==> config.mk <==
export PLATFORM = sky130hd
export DESIGN_NAME = tug_referee_flat
export DESIGN_NICKNAME = d
export VERILOG_FILES = /design/src/rtl/tug_referee_if.sv /design/src/rtl/tug_referee.sv /design/src/flat_wrapper.sv
export SDC_FILE = /design/constraint.sdc
export NUM_CORES = 1
export LEC_CHECK = 0
export ABC_CLOCK_PERIOD_IN_PS = 1900
export CAP_MARGIN = 20
export CORE_UTILIZATION = 44
export DETAILED_ROUTE_END_ITERATION = 10
export PLACE_DENSITY = 0.78
export SYNTH_ARGS = -nofsm -noshare
export SYNTH_HDL_FRONTEND = slang
export SYNTH_SLANG_ARGS = --single-unit
==> constraint.sdc <==
create_clock -name Clock -period 1.9 [get_ports Clock]
set_input_delay 0.19 -clock Clock [delete_from_list [all_inputs] [get_ports Clock]]
set_output_delay 0.19 -clock Clock [all_outputs]
set_load 0.01 [all_outputs]
==> src/rtl/tug_referee_if.sv <==
// tug_referee_if: player, end-light and score/display signals of the tug-of-war referee
//   SCORE_W      width of each score counter
//   master       light row / player side: drives L, R, leftEndOn, rightEndOn
//   slave        referee side: drives restartGame, scores, matchOver, winnerLeft, hex displays
interface tug_referee_if #(parameter int SCORE_W = 3);
   logic               L, R, leftEndOn, rightEndOn;
   logic               restartGame, matchOver, winnerLeft;
   logic [SCORE_W-1:0] leftScore, rightScore;
   logic [6:0]         leftHex, rightHex;
   modport master (output L, R, leftEndOn, rightEndOn,
                   input restartGame, leftScore, rightScore, matchOver, winnerLeft, leftHex, rightHex);
   modport slave  (input L, R, leftEndOn, rightEndOn,
                   output restartGame, leftScore, rightScore, matchOver, winnerLeft, leftHex, rightHex);
endinterface

==> src/rtl/tug_referee.sv <==
// tug_referee: awards points when a player pulls the light off their end, re-centers the row, ends the match
//   Clock        system clock, all state changes on posedge
//   Reset        asynchronous active-low reset
//   bus          tug_referee_if.slave: L/R presses, end lights in; restartGame, scores, matchOver,
//                winnerLeft, leftHex/rightHex out
//   TUG_REFEREE_HEX_EN  when defined, leftHex/rightHex decode the scores (active-low gfedcba);
//                       otherwise both are tied dark
module tug_referee #(
   parameter int SCORE_W     = 3,
   parameter int WIN_SCORE   = 7,
   parameter int HOLD_CYCLES = 4
) (
   input logic          Clock,
   input logic          Reset,
   tug_referee_if.slave bus
);
   localparam int CNT_W = HOLD_CYCLES > 1 ? $clog2(HOLD_CYCLES) : 1;
   localparam logic [SCORE_W-1:0] WIN = SCORE_W'(WIN_SCORE);
   localparam logic [SCORE_W-1:0] TOP = '1;
   typedef enum logic [1:0] {PLAY, POINT, DONE} state_t;
   state_t             state;
   logic [CNT_W-1:0]   cnt;
   logic [SCORE_W-1:0] left_score, right_score;
   logic               restart, match_over, winner_left;
   logic               left_pt, right_pt;
   // both end lights lit at once is an illegal row state and never scores
   assign left_pt  = bus.leftEndOn & ~bus.rightEndOn & bus.L & ~bus.R;
   assign right_pt = bus.rightEndOn & ~bus.leftEndOn & bus.R & ~bus.L;
   function automatic logic [SCORE_W-1:0] inc(input logic [SCORE_W-1:0] s);
      return (s == TOP) ? s : s + 1'b1;
   endfunction
   always_ff @(posedge Clock or negedge Reset) begin
      if (!Reset) begin
         state       <= PLAY;
         cnt         <= '0;
         left_score  <= '0;
         right_score <= '0;
         restart     <= 1'b0;
         match_over  <= 1'b0;
         winner_left <= 1'b0;
      end else begin
         case (state)
            PLAY: if (left_pt || right_pt) begin
               if (left_pt) left_score <= inc(left_score);
               if (right_pt) right_score <= inc(right_score);
               state   <= POINT;
               restart <= 1'b1;
               cnt     <= CNT_W'(HOLD_CYCLES - 1);
            end
            POINT: if (cnt == '0) begin
               restart <= 1'b0;
               if (left_score == WIN || right_score == WIN) begin
                  state       <= DONE;
                  match_over  <= 1'b1;
                  winner_left <= (left_score == WIN);
               end else begin
                  state <= PLAY;
               end
            end else begin
               cnt <= cnt - 1'b1;
            end
            DONE: restart <= 1'b0;
            default: state <= PLAY;
         endcase
      end
   end
   assign bus.restartGame = restart;
   assign bus.leftScore   = left_score;
   assign bus.rightScore  = right_score;
   assign bus.matchOver   = match_over;
   assign bus.winnerLeft  = winner_left;
`ifdef TUG_REFEREE_HEX_EN
   function automatic logic [6:0] hex7(input logic [SCORE_W-1:0] s);
      case (32'(s))
         0: return 7'b1000000;
         1: return 7'b1111001;
         2: return 7'b0100100;
         3: return 7'b0110000;
         4: return 7'b0011001;
         5: return 7'b0010010;
         6: return 7'b0000010;
         7: return 7'b1111000;
         8: return 7'b0000000;
         9: return 7'b0010000;
         default: return 7'b1111111;
      endcase
   endfunction
   assign bus.leftHex  = hex7(left_score);
   assign bus.rightHex = hex7(right_score);
`else
   assign bus.leftHex  = 7'b1111111;
   assign bus.rightHex = 7'b1111111;
`endif
endmodule
==> src/flat_wrapper.sv <==
// flat-port wrapper written by rule: the top's interface ports become plain ports
module tug_referee_flat 
#(
   parameter int SCORE_W     = 3,
   parameter int WIN_SCORE   = 7,
   parameter int HOLD_CYCLES = 4
)
  (Clock, Reset, bus_L, bus_R, bus_leftEndOn, bus_rightEndOn, bus_restartGame, bus_leftScore, bus_rightScore, bus_matchOver, bus_winnerLeft, bus_leftHex, bus_rightHex);
  tug_referee_if #(.SCORE_W(SCORE_W)) bus_i ();
  input logic Clock;
  input logic Reset;
  input wire logic [$bits(bus_i.L)-1:0] bus_L;
  input wire logic [$bits(bus_i.R)-1:0] bus_R;
  input wire logic [$bits(bus_i.leftEndOn)-1:0] bus_leftEndOn;
  input wire logic [$bits(bus_i.rightEndOn)-1:0] bus_rightEndOn;
  output wire logic [$bits(bus_i.restartGame)-1:0] bus_restartGame;
  output wire logic [$bits(bus_i.leftScore)-1:0] bus_leftScore;
  output wire logic [$bits(bus_i.rightScore)-1:0] bus_rightScore;
  output wire logic [$bits(bus_i.matchOver)-1:0] bus_matchOver;
  output wire logic [$bits(bus_i.winnerLeft)-1:0] bus_winnerLeft;
  output wire logic [$bits(bus_i.leftHex)-1:0] bus_leftHex;
  output wire logic [$bits(bus_i.rightHex)-1:0] bus_rightHex;
  assign bus_i.L = bus_L;
  assign bus_i.R = bus_R;
  assign bus_i.leftEndOn = bus_leftEndOn;
  assign bus_i.rightEndOn = bus_rightEndOn;
  assign bus_restartGame = bus_i.restartGame;
  assign bus_leftScore = bus_i.leftScore;
  assign bus_rightScore = bus_i.rightScore;
  assign bus_matchOver = bus_i.matchOver;
  assign bus_winnerLeft = bus_i.winnerLeft;
  assign bus_leftHex = bus_i.leftHex;
  assign bus_rightHex = bus_i.rightHex;
  tug_referee #(.SCORE_W(SCORE_W), .WIN_SCORE(WIN_SCORE), .HOLD_CYCLES(HOLD_CYCLES)) u_core (.Clock(Clock), .Reset(Reset), .bus(bus_i));
endmodule
Word level (Yosys, flattened, before mapping)

Cells that the tools add are included.

$add $sub $neg: 3
Bitwise gates (word level): 13
Muxes and demuxes: 10
Equal/unequal tests: 7
Reduce and logical (&&, ||, !) cells: 12

Operators by type and width:

| operator              | number |
|---|---|
| $reduce_and A3 Y1     | 4 |
| $mux W2               | 5 |
| $reduce_and A4 Y1     | 2 |
| $not A1 Y1            | 7 |
| $add A3 B1 Y3 const B | 2 |
| $and A1 B1 Y1         | 6 |
| $eq A3 B3 Y1 const B  | 2 |
| $pmux W2 S3           | 1 |
| $logic_not A2 Y1      | 2 |
| $ne A2 B1 Y1 const B  | 2 |
| $pmux W2 S2           | 1 |
| $pmux W1 S3           | 1 |
| $reduce_bool A3 Y1    | 1 |
| $eq A2 B1 Y1 const B  | 1 |
| $eq A2 B2 Y1 const B  | 1 |
| $logic_or A1 B1 Y1    | 2 |
| $mux W1               | 2 |
| $ne A2 B2 Y1 const B  | 1 |
| $reduce_bool A2 Y1    | 1 |
| $sub A2 B1 Y2 const B | 1 |

Register bits: 13
Output and inout bits: 23

Logic depth before layout (Yosys ltp)

Word-level depth: 7
Gate-level depth with buffers: 6

Worst setup path before layout

OpenSTA, ideal clock, no wires.

Kind: register -> register
From: register u_core.right_score[0] (netlist: u_core.bus.rightScore[0])
To: register u_core.right_score[1] (netlist: u_core.bus.rightScore[1])
Setup time: 0.128 ns
Clock period less this slack: 1.475 ns
Cell stages (with the launch flop): 5
Data arrival time: 1.348 ns
Path buffers: 0
Setup slack: 0.425 ns
Path through: dfrtp_1 -> ha_1 -> ha_1 -> nand3b_1 -> mux2_1

Longest elaborated chain between the ends: 3
Elaborated cells between the ends (all ways): 4
Those cells by class: 1 x add/sub; 1 x eq/ne; 1 x bitwise; 1 x reduce/logical

Ends and longest elaborated chain:

| element                            | line              | text |
|---|---|---|
| start, declared                    | tug_referee.sv:23 | `logic [SCORE_W-1:0] left_score, right_score;` |
| start signal, assigned             | tug_referee.sv:45 | `if (right_pt) right_score <= inc(right_score);` |
| $eq A3 B3 Y1                       | tug_referee.sv:30 | `return (s == TOP) ? s : s + 1'b1;` |
| $not A1 Y1 (no source line)        | --                |  |
| $reduce_and A4 Y1 (no source line) | --                |  |

Parallel ways exist; a longest one is shown, timed or not.
A chain may end at the register's enable or synchronous reset.

Worst setup path after layout

From: register u_core.state[1]
To: register u_core.restart (netlist: u_core.bus.restartGame)

Longest elaborated chain between the ends: 3
Elaborated cells between the ends (all ways): 8
Those cells by class: 4 x eq/ne; 1 x mux; 3 x reduce/logical

Ends and longest elaborated chain:

| element                                                             | line              | text |
|---|---|---|
| start, declared                                                     | tug_referee.sv:21 | `state_t state;` |
| start signal, assigned                                              | tug_referee.sv:34 | `state <= PLAY;` |
| start signal, assigned                                              | tug_referee.sv:46 | `state <= POINT;` |
| start signal, assigned                                              | tug_referee.sv:53 | `state <= DONE;` |
| $eq A2 B1 Y1, or another cell as far along                          | tug_referee.sv:42 | `case (state)` |
| $ne A2 B1 Y1 (no source line) or $reduce_bool A3 Y1 (tied branches) | --                |  |
| $reduce_and A3 Y1 (no source line)                                  | --                |  |
| end signal, assigned                                                | tug_referee.sv:38 | `restart <= 1'b0;` |
| end signal, assigned                                                | tug_referee.sv:47 | `restart <= 1'b1;` |
| end signal, assigned                                                | tug_referee.sv:51 | `restart <= 1'b0;` |
| end, declared                                                       | tug_referee.sv:24 | `logic restart, match_over, winner_left;` |

Parallel ways exist; a longest one is shown, timed or not.

==> impl_metrics.tcl <==
set metrics [dict create \
    cts_clock_pin_slew_for_the_worst_setup_and_hold_paths_ns 0.08 \
    setup-tns-final_ns 0 \
    clockRootBuffer "clkbuf_4" \
    p_clk_frac 0.359 \
    utilization 0.554 \
    dp_cell_count 114 \
    n_antenna_cell 0 \
    post-route-period-util 0.836 \
    max_cap_violations 0 \
    vias 548 \
    ys_seq_area_frac 0.394 \
    power_frac_seq 0.575 \
    globalRouteTotalUtil 0.143 \
    critPathCaptureType "register" \
    postSynthCellCount 76 \
    fp-row-count 15 \
    floorplan.initialDensity 0.473 \
    filler_cell_count 154 \
    finalMaxSlewViolations 0 \
    detail_route.iter0.violations 17 \
    die-width_um 45.3 \
    core_um2 1750 \
    cts_made_buffers 3 \
    tightestPinTransition_ns 0.588 \
    synth_cell_type_count 27 \
    finalClockSkew_ns 0.00591 \
    top_cell_type_by_total_area_after_synthesis "dfrtp_1" \
    area_taken_by_multi_input_logic_gates_um2 429 \
    setup_slack_placement_ns 0.260 \
    combPwrFrac 0.066 \
    worstReg2RegStart "u_core.state[1]" \
    worst_path_largest_cell_delay_ns 0.43 \
    crit_path_top_delay_cell "dfrtp_1" \
    tritoncts "built" \
    max_clock_freq_mhz 630 \
    final_report_setup_violation_count 0 \
    reg2reg_slack_ns 0.31 \
    post_cts.repair.setup_buffers 0 \
    max-clock-path-buffers 2 \
    final_area_um2 967 \
    route.detailed.drc 0 \
    dpl_cell_area_um2 941 \
    tritoncts_num_sinks 13 \
    first_global_vias 489 \
    worst_skew_pair.late_latency_ns 0.28 \
    fin_cells 118 \
    gr_ovfl_total 0 \
    yosys_register_bits 13 \
    gp_routability_congestion 0.691 \
    nNetsFinal 109 \
    p_int_mw 0.369 \
    setup.worst_path.start_class "register" \
    synthesis.area_per_instance_um2 10.9 \
    area.growth.synth_to_final_pct 17.1 \
    power.density_nw_per_um2 497 \
    logic_depth_of_the_worst_register_to_register_path 6 \
    path_cells "inv_1, ha_1, nor2b_1, nor2_1, a21oi_1, a31oi_1" \
    path_class "reg2reg" \
    final-seq-area_um2 325 \
    min_period_ns 1.59 \
    final.setup.worst_slack_ns 0.312 \
    boundaryPins 29 \
    cts.hold.buffers_added 0 \
    post-dp-hpwl_mm 1.05 \
    switching_power_mw 0.112 \
    outcome "finished, final reports clean" \
    synth_top_cells_by_area "dfrtp_1 (39%), ha_1 (14%), buf_4 (13%)" \
    postRouteAntennaNets 0 \
    highest_net_fanout_along_the_worst_path 7 \
    worstHoldPathType "in2async" \
    post_cts.resized_instances 0 \
    total_die_area_um2 2050 \
    antenna_found_initial 0 \
    wire_per_inst_um 11.3 \
    syn-cell-area_um2 826 \
    rsz0062_at_grt "false" \
    leakage_nw 0.484 \
    arrival_ns 1.74 \
    synth.yosys.warnings 0 \
    fraction_of_layout_cells_with_a_size_suffix_above_1 0.0860 \
    route.detailed.vias_per_inst 4.64 \
    vdd_ir_drop_max_uv 303 \
    wirelength_mm 1.33 \
    critical_path.reg2reg.endpoint "u_core.bus.restartGame" \
    first_pass_iters 4 \
    worstPathRequired_ns 2.05 \
    htree_num_levels 1 \
    post-synth-top-area-fraction 0.394 \
    floorplan.die.height_um 45.3 \
    portBuffers 14 \
    grt_max_degree 14 \
    slew_margin_rel 0.607 \
    hold_viol 0 \
    power.switching_fraction 0.233 \
    grt_pass1_wl_mm 2.06 \
]
-- cell usage after synthesis --
cell type  number
or3_1           1
buf_4          14
nor2b_1         1
ha_1            9
o211ai_1        1
and4bb_1        1
or3b_4          1
nor2_1          2
o21ai_0         3
mux2_1          2
xnor2_1         2
nand3_1         2
conb_1          1
a31oi_1         2
nand2_1         2
o31a_1          1
nor3b_2         1
a21boi_1        1
inv_1           4
o31ai_1         1
and4bb_4        1
dfrtp_1        13
mux2_2          2
nand3b_1        2
nand2b_1        2
a32o_1          1
a21oi_1         3
-- how the worst max path moves through the flow --
stage,slack [ns],end,startpoint,depth (start not counted)
final,0.31,u_core.bus.restartGame,u_core.state[1],6
after global routing,0.17,u_core.bus.restartGame,u_core.state[1],6
after CTS,0.29,u_core.bus.restartGame,u_core.state[1],6
after detailed placement,0.26,u_core.bus.restartGame,bus_rightEndOn,5
after global placement,0.28,u_core.bus.restartGame,bus_rightEndOn,5
after floorplan,0.42,u_core.bus.rightScore[1],u_core.bus.rightScore[0],4
-- critical path: cells and delay by family, from the launching register on --
kind,cells,cell delay (ns)
and+or+nand+nor,2,0.45
buffers and inverters,1,0.10
AOI/OAI and AO/OA,2,0.20
DFF,1,0.43
adders and majority gates,1,0.29
-- power by group through the flow --
| stage | logic [mW] | registers, mW | clock network (mW) |
|---|---|---|---|
| after floorplan | 0.0365 | 0.282 | 0 |
| after global placement | 0.0314 | 0.282 | 0 |
| after detailed placement | 0.0317 | 0.282 | 0 |
| after CTS | 0.0317 | 0.276 | 0.183 |
| after global routing | 0.0363 | 0.276 | 0.188 |
| final | 0.0317 | 0.276 | 0.173 |
-- layer usage --
layer  share of wire  track usage  routed length [um]
met1            0.45        0.180                 598
met2            0.49        0.241                 652
met3           0.058       0.0400                  77
met4               0       0.0364                   0
met5               0            0                   0
-- logic make-up after synthesis --
logic type / synth area share
fa+ha+maj: 0.136
simple gates: 0.142
compound gates: 0.102
flops: 0.394
xor+xnor: 0.0212
other cells: 0.00454
buf+inv: 0.145
mux: 0.0545
-- cells in the final DEF (no fill, tap or decap), types with 2 or more instances in the layout --
cell type / count
inv_1: 4
nor2_1: 2
clkdlybuf4s50_1: 14
nand2b_1: 2
conb_1: 14
dfrtp_1: 13
nand3b_1: 2
xnor2_1: 2
mux2_1: 2
a21oi_1: 3
o21ai_0: 3
ha_1: 9
nand3_1: 2
clkbuf_4: 3
a31oi_1: 2
mux2_2: 2
nand2_1: 2
-- through the flow --
stage | power, mW | hold slack [ns]
2_1_floorplan | 0.319 | -0.106
3_3_place_gp | 0.313 | 0.457
3_5_place_dp | 0.314 | 0.459
4_1_cts | 0.491 | 0.301
5_1_grt | 0.501 | 0.346
6_report | 0.481 | 0.279
-- cell type report --
| type | count | share of cell area |
|---|---|---|
| Sequential cell | 13 | 0.336 |
| Tap cell | 25 | 0.0323 |
| Timing Repair Buffer | 14 | 0.145 |
| Inverter | 4 | 0.0155 |
| Multi-Input combinational cell | 58 | 0.444 |
| Clock buffer | 4 | 0.0272 |
-- sequential cells by signal (all words and copies together) (netlist names) --
signal and cells:
u_core.bus.leftScore 3, u_core.bus.rightScore 3, u_core.cnt 2, u_core.state 2, u_core.bus.matchOver 1, u_core.bus.restartGame 1, u_core.bus.winnerLeft 1
Power figures use the tool's default switching activity.
